## src/rtl/fifo_rd_stream_adapter_if.sv

```systemverilog
// rtl/fifo_rd_stream_adapter_if.sv - FIFO read port plus outgoing valid/ready stream
interface fifo_rd_stream_adapter_if #(
  parameter int WIDTH = 16
);
  logic             fifo_empty;
  logic             fifo_underflow;
  logic [WIDTH-1:0] fifo_dout;
  logic             fifo_rd_en;
  logic             m_valid;
  logic [WIDTH-1:0] m_data;
  logic             m_ready;

  modport master (
    input  fifo_empty, fifo_underflow, fifo_dout, m_ready,
    output fifo_rd_en, m_valid, m_data
  );

  modport slave (
    output fifo_empty, fifo_underflow, fifo_dout, m_ready,
    input  fifo_rd_en, m_valid, m_data
  );
endinterface

```

## src/rtl/fifo_rd_stream_adapter.sv

```systemverilog
// rtl/fifo_rd_stream_adapter.sv - FIFO drain stage with skid buffer, flush and underflow flag
module fifo_rd_stream_adapter #(
  parameter int FIFO_WIDTH = 16,
  parameter int SKID_DEPTH = 2,
  parameter int CNT_W      = 16
) (
  input  logic                        clk,
  input  logic                        rst,
  input  logic                        en,
  input  logic                        flush,
  fifo_rd_stream_adapter_if.master    bus,
  output logic [CNT_W-1:0]            word_cnt,
  output logic                        err_underflow
);
  localparam int PW = (SKID_DEPTH > 1) ? $clog2(SKID_DEPTH) : 1;
  localparam int CW = $clog2(SKID_DEPTH + 1);

  typedef enum logic {RUN = 1'b0, FLUSH = 1'b1} state_t;

  state_t                state, state_nxt;
  logic [FIFO_WIDTH-1:0] mem [SKID_DEPTH];
  logic [PW-1:0]         head, tail;
  logic [CW-1:0]         occ;
  logic                  inflight;
  logic                  pop, push, rd_en;
  logic [CW:0]           committed;

  function automatic logic [PW-1:0] ptr_inc(input logic [PW-1:0] p);
    return (p == PW'(SKID_DEPTH - 1)) ? '0 : p + PW'(1);
  endfunction

  // Slots already promised (held + returning) minus the one leaving this cycle.
  always_comb begin
    state_nxt = state;
    pop       = 1'b0;
    push      = 1'b0;
    rd_en     = 1'b0;
    committed = '0;
    state_nxt = flush ? FLUSH : RUN;
    pop       = bus.m_valid & bus.m_ready;
    committed = {1'b0, occ} + (CW+1)'(inflight) - (CW+1)'(pop);
    rd_en     = !rst && (state == RUN) && !flush && en && !bus.fifo_empty &&
                (committed < (CW+1)'(SKID_DEPTH));
    push      = inflight && (state == RUN) && !flush && !bus.fifo_underflow;
  end

  assign bus.fifo_rd_en = rd_en;
  assign bus.m_valid    = (occ != '0);
  assign bus.m_data     = mem[head];

  always_ff @(posedge clk or posedge rst) begin
    if (rst) begin
      state         <= RUN;
      occ           <= '0;
      head          <= '0;
      tail          <= '0;
      inflight      <= 1'b0;
      word_cnt      <= '0;
      err_underflow <= 1'b0;
      for (int i = 0; i < SKID_DEPTH; i++) mem[i] <= '0;
    end else begin
      state    <= state_nxt;
      inflight <= rd_en;
      if (inflight && bus.fifo_underflow) err_underflow <= 1'b1;
      if (pop && (word_cnt != '1)) word_cnt <= word_cnt + CNT_W'(1);
      if (push) mem[tail] <= bus.fifo_dout;
      if (flush) begin
        occ  <= '0;
        head <= '0;
        tail <= '0;
      end else begin
        if (push) tail <= ptr_inc(tail);
        if (pop)  head <= ptr_inc(head);
        occ <= occ + CW'(push) - CW'(pop);
      end
    end
  end
endmodule

```

## src/flat_wrapper.sv

```systemverilog
// flat-port wrapper written by rule: the top's interface ports become plain ports
module fifo_rd_stream_adapter_flat 
#(
  parameter int FIFO_WIDTH = 16,
  parameter int SKID_DEPTH = 2,
  parameter int CNT_W      = 16
)
  (clk, rst, en, flush, word_cnt, err_underflow, bus_fifo_empty, bus_fifo_underflow, bus_fifo_dout, bus_m_ready, bus_fifo_rd_en, bus_m_valid, bus_m_data);
  fifo_rd_stream_adapter_if #(.WIDTH(16)) bus_i ();
  input  logic clk;
  input  logic rst;
  input  logic en;
  input  logic flush;
  output logic [CNT_W-1:0] word_cnt;
  output logic err_underflow;
  input wire logic [$bits(bus_i.fifo_empty)-1:0] bus_fifo_empty;
  input wire logic [$bits(bus_i.fifo_underflow)-1:0] bus_fifo_underflow;
  input wire logic [$bits(bus_i.fifo_dout)-1:0] bus_fifo_dout;
  input wire logic [$bits(bus_i.m_ready)-1:0] bus_m_ready;
  output wire logic [$bits(bus_i.fifo_rd_en)-1:0] bus_fifo_rd_en;
  output wire logic [$bits(bus_i.m_valid)-1:0] bus_m_valid;
  output wire logic [$bits(bus_i.m_data)-1:0] bus_m_data;
  assign bus_i.fifo_empty = bus_fifo_empty;
  assign bus_i.fifo_underflow = bus_fifo_underflow;
  assign bus_i.fifo_dout = bus_fifo_dout;
  assign bus_i.m_ready = bus_m_ready;
  assign bus_fifo_rd_en = bus_i.fifo_rd_en;
  assign bus_m_valid = bus_i.m_valid;
  assign bus_m_data = bus_i.m_data;
  fifo_rd_stream_adapter #(.FIFO_WIDTH(FIFO_WIDTH), .SKID_DEPTH(SKID_DEPTH), .CNT_W(CNT_W)) u_core (.clk(clk), .rst(rst), .en(en), .flush(flush), .bus(bus_i), .word_cnt(word_cnt), .err_underflow(err_underflow));
endmodule
```

## config.mk

```make
export PLATFORM = sky130hd
export DESIGN_NAME = fifo_rd_stream_adapter_flat
export DESIGN_NICKNAME = d
export VERILOG_FILES = /design/src/rtl/fifo_rd_stream_adapter_if.sv /design/src/rtl/fifo_rd_stream_adapter.sv /design/src/flat_wrapper.sv
export SDC_FILE = /design/constraint.sdc
export NUM_CORES = 1
export LEC_CHECK = 0
export ABC_AREA = 1
export BUFFER_PORTS_ARGS = -buffer_cell sky130_fd_sc_hd__buf_2
export CAP_MARGIN = 20
export CELL_PAD_IN_SITES_DETAIL_PLACEMENT = 1
export CELL_PAD_IN_SITES_GLOBAL_PLACEMENT = 1
export CORE_AREA = 5 5 95 97
export CTS_BUF_LIST = sky130_fd_sc_hd__clkbuf_16
export DETAILED_ROUTE_END_ITERATION = 6
export DIE_AREA = 0 0 100 102
export MAX_ROUTING_LAYER = met4
export PLACE_DENSITY_LB_ADDON = 0.15
export SYNTH_ARGS = -nofsm -noshare
export SYNTH_HDL_FRONTEND = slang
export SYNTH_SLANG_ARGS = --single-unit
```

## constraint.sdc

```tcl
create_clock -name clk -period 1.8 [get_ports clk]
set_input_delay 0.18 -clock clk [delete_from_list [all_inputs] [get_ports clk]]
set_output_delay 0.18 -clock clk [all_outputs]
set_load 0.01 [all_outputs]
```

Word-level counts from Yosys, hierarchy flattened --
Index checks and enable logic that the tools add are counted.
Storage, ports and cells: register bits after elaboration 55, latch bits 0, memory bits (writable) 0, bits in read-only memories 0, output and inout port bits 35, memories 0
Cells by class: add/subtract/negate cells 7, $mul 0, div/mod/pow operators 0, order comparisons 4, equal/unequal tests 1, shift-type cells 0, muxes and demuxes 14, bitwise logic cells 4, reduce and logical (&&, ||, !) cells 18
Operators with widths (number):
- two-way mux 16 bit | 4
- bitwise mux 32 bit | 1
- adder 16 x 1 -> 16 bit (second input constant) | 1
- demux 16 bit (select 1 bit) | 1
- != test 16 bit (second input constant) | 1
- logical AND 1 bit | 11
- two-way mux 1 bit | 7
- nonzero test 2 bit | 3
- greater-or-equal comparator 2 bit (second input constant) | 2
- logical NOT 1 bit | 4
- inverter 1 -> 2 bit | 2
- adder 2 x 1 -> 3 bit | 1
- < comparator 3 x 2 -> 1 bit (second input constant) | 1
- subtractor 3 x 1 -> 3 bit | 1
- adder 1 bit (second input constant) | 2
- adder 2 x 1 -> 2 bit | 1
- < comparator 2 x 1 -> 1 bit (second input constant) | 1
- two-way mux 2 bit | 1
- subtractor 2 x 1 -> 2 bit | 1
- AND 1 bit | 1
- inverter 1 bit | 1

Longest topological paths before layout --
Gate-level depths: netlist of the first run.
word-level depth 7, depth in mapped cells 9

Worst setup path before layout of the first run --
OpenSTA, ideal clock, no wires.
path type register -> output, start point reg u_core.occ[1], end point out bus_fifo_rd_en, data arrival time 1.966 ns, data required time 1.620 ns, setup slack -0.346 ns, cell stages (with the launch flop) 9, buffers on the path 0, cell sequence dfrtp_1 nor2_1 nor2_2 ha_1 inv_1 nand2_1 fa_1 nand3_1 nor3_1
On the way: word-level cells in the longest chain between the ends 5
RTL lines:
- start: declaration | RTL line fifo_rd_stream_adapter.sv:23 | logic [CW-1:0] occ;
- start signal: assignment | RTL line fifo_rd_stream_adapter.sv:74 | occ <= occ + CW'(push) - CW'(pop);
- parallel branches: the longest is 2 deep, another holds adder 2 x 1 -> 3 bit
- subtractor 3 x 1 -> 3 bit * | RTL line fifo_rd_stream_adapter.sv:41 | committed = {1'b0, occ} + (CW+1)'(inflight) - (CW+1)'(pop);
- < comparator 3 x 2 -> 1 bit * | RTL line fifo_rd_stream_adapter.sv:43 | (committed < (CW+1)'(SKID_DEPTH));
- logical AND 1 bit * | RTL line fifo_rd_stream_adapter.sv:42 | rd_en = !rst && (state == RUN) && !flush && en && !bus.fifo_empty &&
- end: declaration | RTL line flat_wrapper.sv:20 | output wire logic [$bits(bus_i.fifo_rd_en)-1:0] bus_fifo_rd_en;
Mark *: on every way between the ends.

Worst setup path after layout of the first run --
Same ends and word-level chain as after synthesis.

==> results of run 1 <==
[path summary, 6_finish.rpt]
check | endpoint | slack (ns) | cells past startpoint
setup / recovery | bus_fifo_rd_en | -0.48 | 9
setup reg to reg | u_core.inflight$_DFF_PP0_ | -0.03 | 9
max in group asynchronous | u_core.mem[23]$_DFFE_PP0P_ | 0.76 | 4
hold / removal | u_core.state$_DFF_PP0_ | 0.02 | 1
min in group asynchronous | u_core.mem[11]$_DFFE_PP0P_ | 0.46 | 3
hold reg to reg | u_core.err_underflow$_DFFE_PP0P_ | 0.46 | 1
[cells in the mapped netlist, drive strengths merged]
| cell type | number |
|---|---|
| a21o | 1 |
| a21oi | 2 |
| buf | 6 |
| clkbuf | 6 |
| dfrtp | 55 |
| fa | 1 |
| ha | 4 |
| inv | 44 |
| nand2 | 141 |
| nand3 | 16 |
| nand3b | 3 |
| nand4 | 4 |
| nor2 | 26 |
| nor3 | 1 |
| o21ai | 51 |
| xnor2 | 2 |
| xor2 | 3 |
[state kept, by name, indices dropped and copies added, names as in the netlist]
name,cells
u_core.err_underflow,1
u_core.head,1
u_core.inflight,1
u_core.mem,32
u_core.occ,2
u_core.state,1
u_core.tail,1
u_core.word_cnt,16
[stage by stage]
step	total power, mW	setup slack (ns)	cell area [um^2]	setup TNS [ns]
6_report	3.71	-0.476	3570	-0.509
5_1_grt	3.97	-0.580	3570	-0.706
4_1_cts	3.77	-0.474	3560	-0.474
3_5_place_dp	2.58	-0.291	3340	-0.347
3_3_place_gp	2.55	-0.191	3340	-0.191
2_1_floorplan	2.09	-0.130	2810	-0.195
[cell type report]
class                           count  area (um^2)
Tap cell                          105          131
Timing Repair Buffer               83          495
Sequential cell                    55         1380
Clock inverter                      3         38.8
Multi-Input combinational cell    255         1230
Fill cell                        1032         4490
Clock buffer                        5          125
Inverter                           44          165
[logic make-up after synthesis]
kind of cell | after synthesis | synth area share
AOI/OAI and AO/OA | 54 | 0.0975
DFF | 55 | 0.492
and+or+nand+nor | 191 | 0.288
adders and majority gates | 5 | 0.0250
xor gates and xnor gates | 5 | 0.0157
buffers and inverters | 56 | 0.0823
[layer usage]
metal  vias up  part of all wire
met2        40              0.50
li1       1289                 -
met5         -                 0
met3         7             0.035
met4         0             0.010
met1      1229              0.45
[placed cells by master (no fill, tap or decap)]
| cell | instances |
|---|---|
| o21ai_0 | 51 |
| xor2_1 | 3 |
| dfrtp_1 | 55 |
| buf_4 | 24 |
| bufinv_16 | 1 |
| nor2_4 | 4 |
| nor2_2 | 4 |
| dlygate4sd3_1 | 1 |
| inv_1 | 42 |
| clkinv_2 | 1 |
| nand4_4 | 1 |
| nand3_2 | 1 |
| nand3b_1 | 3 |
| xnor2_1 | 2 |
| nand2_2 | 4 |
| nor3_2 | 1 |
| inv_2 | 2 |
| clkbuf_16 | 5 |
| ha_1 | 3 |
| nand2_1 | 137 |
| ha_4 | 1 |
| fa_1 | 1 |
| clkinv_1 | 1 |
| nand4_1 | 3 |
| buf_2 | 57 |
| a21oi_1 | 2 |
| buf_12 | 1 |
| nand3_1 | 15 |
| nor2_1 | 18 |
| a21o_1 | 1 |
[worst register-to-register path, stage by stage (launching register included)]
cell     delay, ns
dfrtp_1       0.41
nor2_4        0.14
nor2_4        0.05
ha_4          0.21
inv_2         0.05
nand2_2       0.05
fa_1          0.51
nand3_2       0.08
nor3_2        0.14
buf_4         0.14
[repair_timing]
item | CTS | global route
setup buffers | 2 | 1
endpoints found under the setup margin | 11 | 2
pin swaps | 1 | 0
gates resized for setup | 6 | 0
hold buffers | 1 | 0
hold endpoints to repair | 16 | 0
cloned | 0 | 0
[report_power, final]
part | leakage [nW] | switching (mW) | internal, mW
clock network | 0.0812 | 0.450 | 0.650
logic | 1.11 | 0.659 | 0.484
registers | 0.690 | 0.0762 | 1.39
total | 1.88 | 1.19 | 2.52
==> results.yml, run 1 <==
outcome:
  outcome: "complete, but fails checks"
  violations: "setup timing"
yosys:
  synthCells: 366
  synth_area_leaders: "dfrtp_1, nand2_1, o21ai_0, inv_1, nand3_1"
  synth_top_area_share: 0.492
  yosysTopAreaCell: "dfrtp_1"
  synth_fp_nets: 394
  yosysWarnings: 0
  ys_seq_elements: 55
  synth-seq-area-share: 0.492
  synth_cell_type_count: 22
  syn_avg_cell_area_um2: 7.64
  synth_area_um2: 2800
hold_path:
  hp-start: "flush"
  hp-class: "input pin to flip-flop"
global_route:
  grt_use_total: 0.166
  grt_pass1_vias: 2789
  met2_usage: 0.290
  antenna_found_initial: 0
  grt_start_max_net_pins: 35
  gr-usage-met1: 0.203
  grt_first_pass_wirelength_um: 13100
  overflow: 0
  busiest_layer: "met2"
  grt_util_met3: 0.0225
clock_tree:
  cts.sinks: 55
  path_clk_slew_ns: 0.07
  cts_buffers: 5
  clock-root-buffer: "clkbuf_16"
  clkLatencyLatePin_ns: 0.29
  cts_max_level: 2
  cts_buffer_depth: 2
  cts_tree: "done"
floorplanning:
  die-area_um2: 10200
  ios: 58
  fp.dieH_um: 102
  start_util: 0.347
  die_x_um: 100
  core.rowCount: 33
  core_um2: 8050
finish:
  syn2layout_area_growth_pct: 27.5
  layoutNonFillerInstCount: 550
  final_util: 0.443
  num_antenna_cells: 0
  nets: 472
  drive_above_1_share: 0.240
sta:
  period_share: 1.26
  relSlewSlack: 0.655
  clock_skew_ns: 0.00394
  rsz0062_at_grt: "true"
  finalMaxSlewViolations: 0
  timing.final.ws_setup_ns: -0.476
  hold_viol_final: 0
  fin_crit_ns: 2.28
  whs_ns: 0.0248
  fmax_mhz: 439
  worstMarginPinSlew_ns: 0.518
  setup_violations: 2
critical_path:
  arrival_ns: 2.10
  reg2reg_from: "u_core.occ[1]$_DFF_PP0_"
  max_stage_delay_ns: 0.51
  critPathKind: "flip-flop to output port"
  critPathMaxFanout: 2
  critPathLaunchType: "flip-flop"
  cpLargestDelayFamily: "adder cells"
  slowest_stage: "fa_1"
  path_buf_inv: 2
  crit_path_end_kind: "output port"
  cp_data_required_time_ns: 1.62
  critPathLaunch: "u_core.occ[1]$_DFF_PP0_"
  cp_cell_sequence: "nor2_4 -> nor2_4 -> ha_4 -> inv_2 -> nand2_2 -> fa_1 -> nand3_2 -> nor3_2 -> buf_2"
  cpMostUsedCell: "nor2_4"
routing:
  drcViolationCount: 0
  wirelength_um: 7700
  dr.first_iter.drc_count: 42
  wire_per_inst_um: 14.0
  ant_nets: 0
  viasPerCell: 4.66
  dr.pass1.iters: 4
  dr_total_vias: 2565
placement:
  gp_congestion: 0.744
  hpwl_um: 5500
  dp.cells: 538
  port_buffers: 57
flow_run:
  maxCapViolCount: 0
pwr:
  p_per_area_nw_per_um2: 1040
  leakage_nw: 1.88
  peakVddDrop_uv: 458
Note: power is estimated with default switching activity, not from simulation.
==> run 2: changes to the inputs <==
--- a/config.mk
+++ b/config.mk
@@ -10,10 +10,10 @@
 export CAP_MARGIN = 20
 export CELL_PAD_IN_SITES_DETAIL_PLACEMENT = 1
 export CELL_PAD_IN_SITES_GLOBAL_PLACEMENT = 1
-export CORE_AREA = 5 5 95 97
+export CORE_AREA = 5 5 73 125
 export CTS_BUF_LIST = sky130_fd_sc_hd__clkbuf_16
 export DETAILED_ROUTE_END_ITERATION = 6
-export DIE_AREA = 0 0 100 102
+export DIE_AREA = 0 0 78 130
 export MAX_ROUTING_LAYER = met4
 export PLACE_DENSITY_LB_ADDON = 0.15
 export SYNTH_ARGS = -nofsm -noshare
==> run 2 against run 1 <==
Effect of this change: critical path depth is the same; die area fell by 0.59%; sequential power is essentially flat; flip-flop and latch count unchanged; sequential share of layout area grew 0.20 points; clock-buffer cell count did not move; clock skew is 0.00090 ns lower; critical path type unchanged; first-iteration DRC count rose by 79%; combinational power is essentially flat; register-to-register slack improved by 0.03 ns; global-route usage down 0.27 points; fmax is 1.4% higher; the flow still finishes with violations (setup timing).
==> results.yml, run 2 (same netlist as run 1, synthesis figures left out) <==
clock_tree:
  cts_max_level: 2
  cts_buffers: 5
  path_clk_slew_ns: 0.07
  cts.sinks: 55
  cts_tree: "done"
  cts_buffer_depth: 2
  clkLatencyLatePin_ns: 0.29
  clock-root-buffer: "clkbuf_16"
critical_path:
  reg2reg_from: "u_core.occ[0]$_DFF_PP0_"
  worst_r2r_path_depth: 9
  cp_cell_sequence: "nor2_4 -> nor2_4 -> ha_4 -> inv_2 -> nand2_2 -> fa_1 -> nand3_2 -> nor3_2 -> buf_2"
  arrival_ns: 2.07
  crit_path_end_kind: "output port"
  cpMostUsedCell: "nor2_4"
  cp_data_required_time_ns: 1.62
  critPathMaxFanout: 2
  max_stage_delay_ns: 0.50
  reg2reg_to: "u_core.inflight$_DFF_PP0_"
  critPathLaunchType: "flip-flop"
  path_buf_inv: 2
  critPathKind: "flip-flop to output port"
  cpLargestDelayFamily: "adder cells"
  rrSetupSlack_ns: 0
  slowest_stage: "fa_1"
routing:
  drcViolationCount: 0
  dr_total_vias: 2628
  wirelength_um: 7470
  ant_nets: 0
  dr.pass1.iters: 4
  viasPerCell: 4.91
  dr.first_iter.drc_count: 75
  wire_per_inst_um: 14.0
sta:
  rsz0062_at_grt: "true"
  clock_skew_ns: 0.00304
  finalMaxSlewViolations: 0
  setup_violations: 2
  timing.final.ws_setup_ns: -0.445
  hold_viol_final: 0
  fin_crit_ns: 2.25
  worstMarginPinSlew_ns: 0.540
  finalSetupTns_ns: -0.449
  fmax_mhz: 445
  period_share: 1.25
  relSlewSlack: 0.640
global_route:
  grt_use_total: 0.164
  grt_first_pass_wirelength_um: 13200
  antenna_found_initial: 0
  overflow: 0
  grt_start_max_net_pins: 56
  grt_pass1_vias: 2868
placement:
  dp_slack_ns: -0.309
  hpwl_um: 5480
  gp_congestion: 0.763
  dpl_cell_area_um2: 3330
  port_buffers: 57
floorplanning:
  start_util: 0.354
  core_um2: 7910
  die_x_um: 78
  ios: 58
  core.rowCount: 43
  die-area_um2: 10100
  fp.dieH_um: 130
hold_path:
  holdPathStages: 1
  hp-class: "input pin to flip-flop"
  hp-start: "flush"
  hold_path_end: "u_core.state$_DFF_PP0_"
pwr:
  p_per_area_nw_per_um2: 1040
  peakVddDrop_uv: 571
  power.total_mw: 3.68
  leakage_nw: 1.88
outcome:
  outcome: "complete, but fails checks"
  violations: "setup timing"
finish:
  top_regs: "u_core.mem: 32 flops, u_core.word_cnt: 16 flops, u_core.occ: 2 flops"
  fin_area_um2: 3550
  syn2layout_area_growth_pct: 26.8
  largest_register_ffs: 32
  final_common_cell: "nand2_1"
  final_cell_mix: "nand2_1, buf_2, dfrtp_1"
  final_util: 0.449
  num_antenna_cells: 0
  top_register: "u_core.mem"
  nets: 472
  drive_above_1_share: 0.240
flow_run:
  maxCapViolCount: 0
[run 2: how the worst max path moves through the flow]
stage | to | startpoint | slack [ns] | cells after the start
floorplan | bus_fifo_rd_en | u_core.occ[1]$_DFF_PP0_ | -0.13 | 8
global placement | bus_fifo_rd_en | u_core.occ[0]$_DFF_PP0_ | -0.19 | 9
detailed placement | bus_fifo_rd_en | u_core.occ[0]$_DFF_PP0_ | -0.31 | 9
CTS | bus_fifo_rd_en | u_core.occ[1]$_DFF_PP0_ | -0.59 | 9
global route | bus_fifo_rd_en | u_core.occ[0]$_DFF_PP0_ | -0.56 | 9
finish | bus_fifo_rd_en | u_core.occ[0]$_DFF_PP0_ | -0.45 | 9
[run 2: final cells by class]
class	instances	area (um^2)
Timing Repair Buffer	83	495
Sequential cell	55	1380
Inverter	44	165
Clock buffer	5	125
Fill cell	1015	4360
Tap cell	90	113
Multi-Input combinational cell	255	1230
Clock inverter	3	38.8
[run 2: metrics by stage]
step	hold slack, ns	std cells
global route	0.0259	535
CTS	0.0248	535
finish	0.0313	535
global placement	0.277	524
floorplan	0.211	366
detailed placement	0.284	524
[run 2: what timing repair did]
| item | CTS | global route |
|---|---|---|
| resized for setup | 5 | 1 |
| buffers inserted | 2 | 0 |
| pin swaps | 4 | 3 |
| hold endpoints to repair | 55 | 0 |
| setup endpoints to repair | 13 | 2 |
| hold buffers | 1 | 0 |
[run 2: worst register-to-register path: stages (launching register included)]
cell     delay (ns)
dfrtp_1        0.41
nor2_4         0.15
nor2_4         0.05
ha_4           0.21
inv_2          0.05
nand2_2        0.05
fa_1           0.50
nand3_2        0.07
nor3_2         0.13
buf_4          0.13
[run 2: where the power goes]
part / leakage (nW) / total, mW / internal (mW) / switching [mW]
sequential: 0.690 / 1.45 / 1.39 / 0.0616
clock: 0.0812 / 1.09 / 0.650 / 0.436
combinational: 1.11 / 1.14 / 0.469 / 0.671
total: 1.88 / 3.68 / 2.51 / 1.17
[run 2: layer usage]
layer	up-vias	share of wire	routed length (um)	GRT usage
li1	1289	-	-	-
met1	1294	0.40	3020	0.172
met2	40	0.55	4140	0.313
met3	5	0.029	213	0.0249
met4	0	0.012	87	0.0418
met5	-	0	0	-
==> run 3: changes to the inputs <==
--- a/config.mk
+++ b/config.mk
@@ -11,7 +11,6 @@
 export CELL_PAD_IN_SITES_DETAIL_PLACEMENT = 1
 export CELL_PAD_IN_SITES_GLOBAL_PLACEMENT = 1
 export CORE_AREA = 5 5 73 125
-export CTS_BUF_LIST = sky130_fd_sc_hd__clkbuf_16
 export DETAILED_ROUTE_END_ITERATION = 6
 export DIE_AREA = 0 0 78 130
 export MAX_ROUTING_LAYER = met4
==> run 3 against run 2 <==
Effect of this change: the run still ends with setup timing left; highest routed layer unchanged; routed wire length up 0.27%; power up 1.3%; clock-buffer cell count increased by 1; critical path type unchanged; largest cell class unchanged.
==> results.yml, run 3 (same netlist as run 1, synthesis figures left out) <==
sta:
  worstMarginPinSlew_ns: 0.540
  hold_viol_final: 0
  period_share: 1.25
  rsz0062_at_grt: "true"
  setup_violations: 2
  relSlewSlack: 0.640
  finalMaxSlewViolations: 0
  fmax_mhz: 446
  timing.final.ws_setup_ns: -0.444
  fin_crit_ns: 2.24
  clock_skew_ns: 0.00366
finish:
  top_regs: "u_core.mem: 32 flops, u_core.word_cnt: 16 flops, u_core.occ: 2 flops"
  syn2layout_area_growth_pct: 27.1
  final_common_cell: "nand2_1"
  final_cell_mix: "nand2_1, buf_2, dfrtp_1"
  num_antenna_cells: 0
  largest_register_ffs: 32
  layoutNonFillerInstCount: 535
  top_register: "u_core.mem"
  fin_area_um2: 3560
  nets: 472
  drive_above_1_share: 0.243
placement:
  gp_congestion: 0.763
  hpwl_um: 5480
  dp.cells: 524
  port_buffers: 57
  dpl_cell_area_um2: 3330
routing:
  drcViolationCount: 0
  viasPerCell: 4.91
  ant_nets: 0
  wl_met2_um: 4190
  dr.first_iter.drc_count: 78
  top_layer_used: "met4"
  wl_met1_um: 3030
  dr_total_vias: 2627
  dr.pass1.iters: 4
  wire_per_inst_um: 14.0
  dr_wl_met3_um: 181
  wirelength_um: 7490
pwr:
  p_int_mw: 2.55
  switchingPower_mw: 1.17
  power.total_mw: 3.72
  p_per_area_nw_per_um2: 1050
  peakVddDrop_uv: 572
  p_seq_frac: 0.390
  leakage_nw: 1.89
  combPwrFrac: 0.307
  switching_share: 0.315
  clock_power_share: 0.304
floorplanning:
  die_x_um: 78
  ios: 58
  core.rowCount: 43
  core_um2: 7910
  start_util: 0.354
  die-area_um2: 10100
  fp.dieH_um: 130
flow_run:
  maxCapViolCount: 0
clock_tree:
  path_clk_slew_ns: 0.07
  cts.sinks: 55
  clock-root-buffer: "clkbuf_16"
  clkLatencyLatePin_ns: 0.29
  cts_buffers: 5
  cts_tree: "done"
  cts_max_level: 2
  cts_buffer_depth: 2
critical_path:
  max_stage_delay_ns: 0.50
  slowest_stage: "fa_1"
  crit_path_end_kind: "output port"
  critPathMaxFanout: 2
  cp_cell_sequence: "nor2_4 -> nor2_4 -> ha_4 -> inv_2 -> nand2_2 -> fa_1 -> nand3_2 -> nor3_2 -> buf_2"
  cpMostUsedCell: "nor2_4"
  critPathKind: "flip-flop to output port"
  reg2reg_from: "u_core.occ[0]$_DFF_PP0_"
  cp_data_required_time_ns: 1.62
  critPathLaunchType: "flip-flop"
  arrival_ns: 2.06
  critPathLaunch: "u_core.occ[0]$_DFF_PP0_"
outcome:
  violations: "setup timing"
  outcome: "complete, but fails checks"
global_route:
  antenna_found_initial: 0
  grt_first_pass_wirelength_um: 13200
  overflow: 0
  grt_use_total: 0.164
  grt_pass1_vias: 2849
  grt_start_max_net_pins: 56
hold_path:
  hp-class: "input pin to flip-flop"
  hp-start: "flush"
run 3: changes by cell type in the layout (fill, tap and decap cells not counted):
cell      change
clkinv_1      -1
clkbuf_8      +1
run 3: layout make-up:
cell class                 instances  area, um^2
multi-input combinational        255        1230
fill                            1016        4350
timing repair buffer              83         495
tap                               90         113
clock buffer                       6         139
sequential                        55        1380
inverter                          44         165
clock inverter                     2        35.0
run 3: routing by layer:
layer	track usage	vias to the layer above
met4	0.0418	0
met1	0.174	1294
met3	0.0221	5
met2	0.314	38
li1	-	1290
met5	-	-
run 3: worst max-delay path: cells and delay by family, from the launching register on:
kind                     cells  cell delay (ns)
adder cells (fa/ha/maj)      2             0.71
AND/OR/NAND/NOR              5             0.45
buffers and inverters        2             0.21
flip-flops                   1             0.41
run 3: timing repair:
action                                  4_1_cts  5_1_grt
pin swaps                                     4        3
endpoints found under the setup margin       13        2
cloned                                        0        0
hold buffers                                  1        0
endpoints found under the hold margin        55        0
setup buffers                                 2        0
resized for setup                             5        1
run 3: metrics by stage:
stage	TNS (ns)	worst slack, ns	hold WS [ns]	util
detailed placement	-0.472	-0.309	0.284	0.421
CTS	-0.722	-0.589	0.0247	0.449
finish	-0.447	-0.444	0.0337	0.450
global placement	-0.193	-0.193	0.277	0.421
floorplan	-0.195	-0.130	0.211	-
global route	-0.652	-0.559	0.0264	0.450
run 3: power by group through the flow:
stage                     Clock [mW]  Sequential [mW]  Combinational, mW
after floorplan                    0             1.52              0.574
after global placement             0             1.46               1.08
after detailed placement           0             1.47               1.11
after CTS                       1.17             1.45               1.17
after global routing            1.23             1.47               1.29
final                           1.13             1.45               1.14
run 3: final timing paths:
check                                                   endpoint  cells after the start  slack [ns]
worst max-delay path                              bus_fifo_rd_en                      9       -0.44
worst min-delay path                      u_core.state$_DFF_PP0_                      1        0.03
worst max register to register         u_core.inflight$_DFF_PP0_                      9           0
worst min register to register  u_core.err_underflow$_DFFE_PP0P_                      1        0.47
max in group asynchronous             u_core.mem[17]$_DFFE_PP0P_                      4        1.03
min in group asynchronous        u_core.word_cnt[15]$_DFFE_PP0P_                      4        0.51
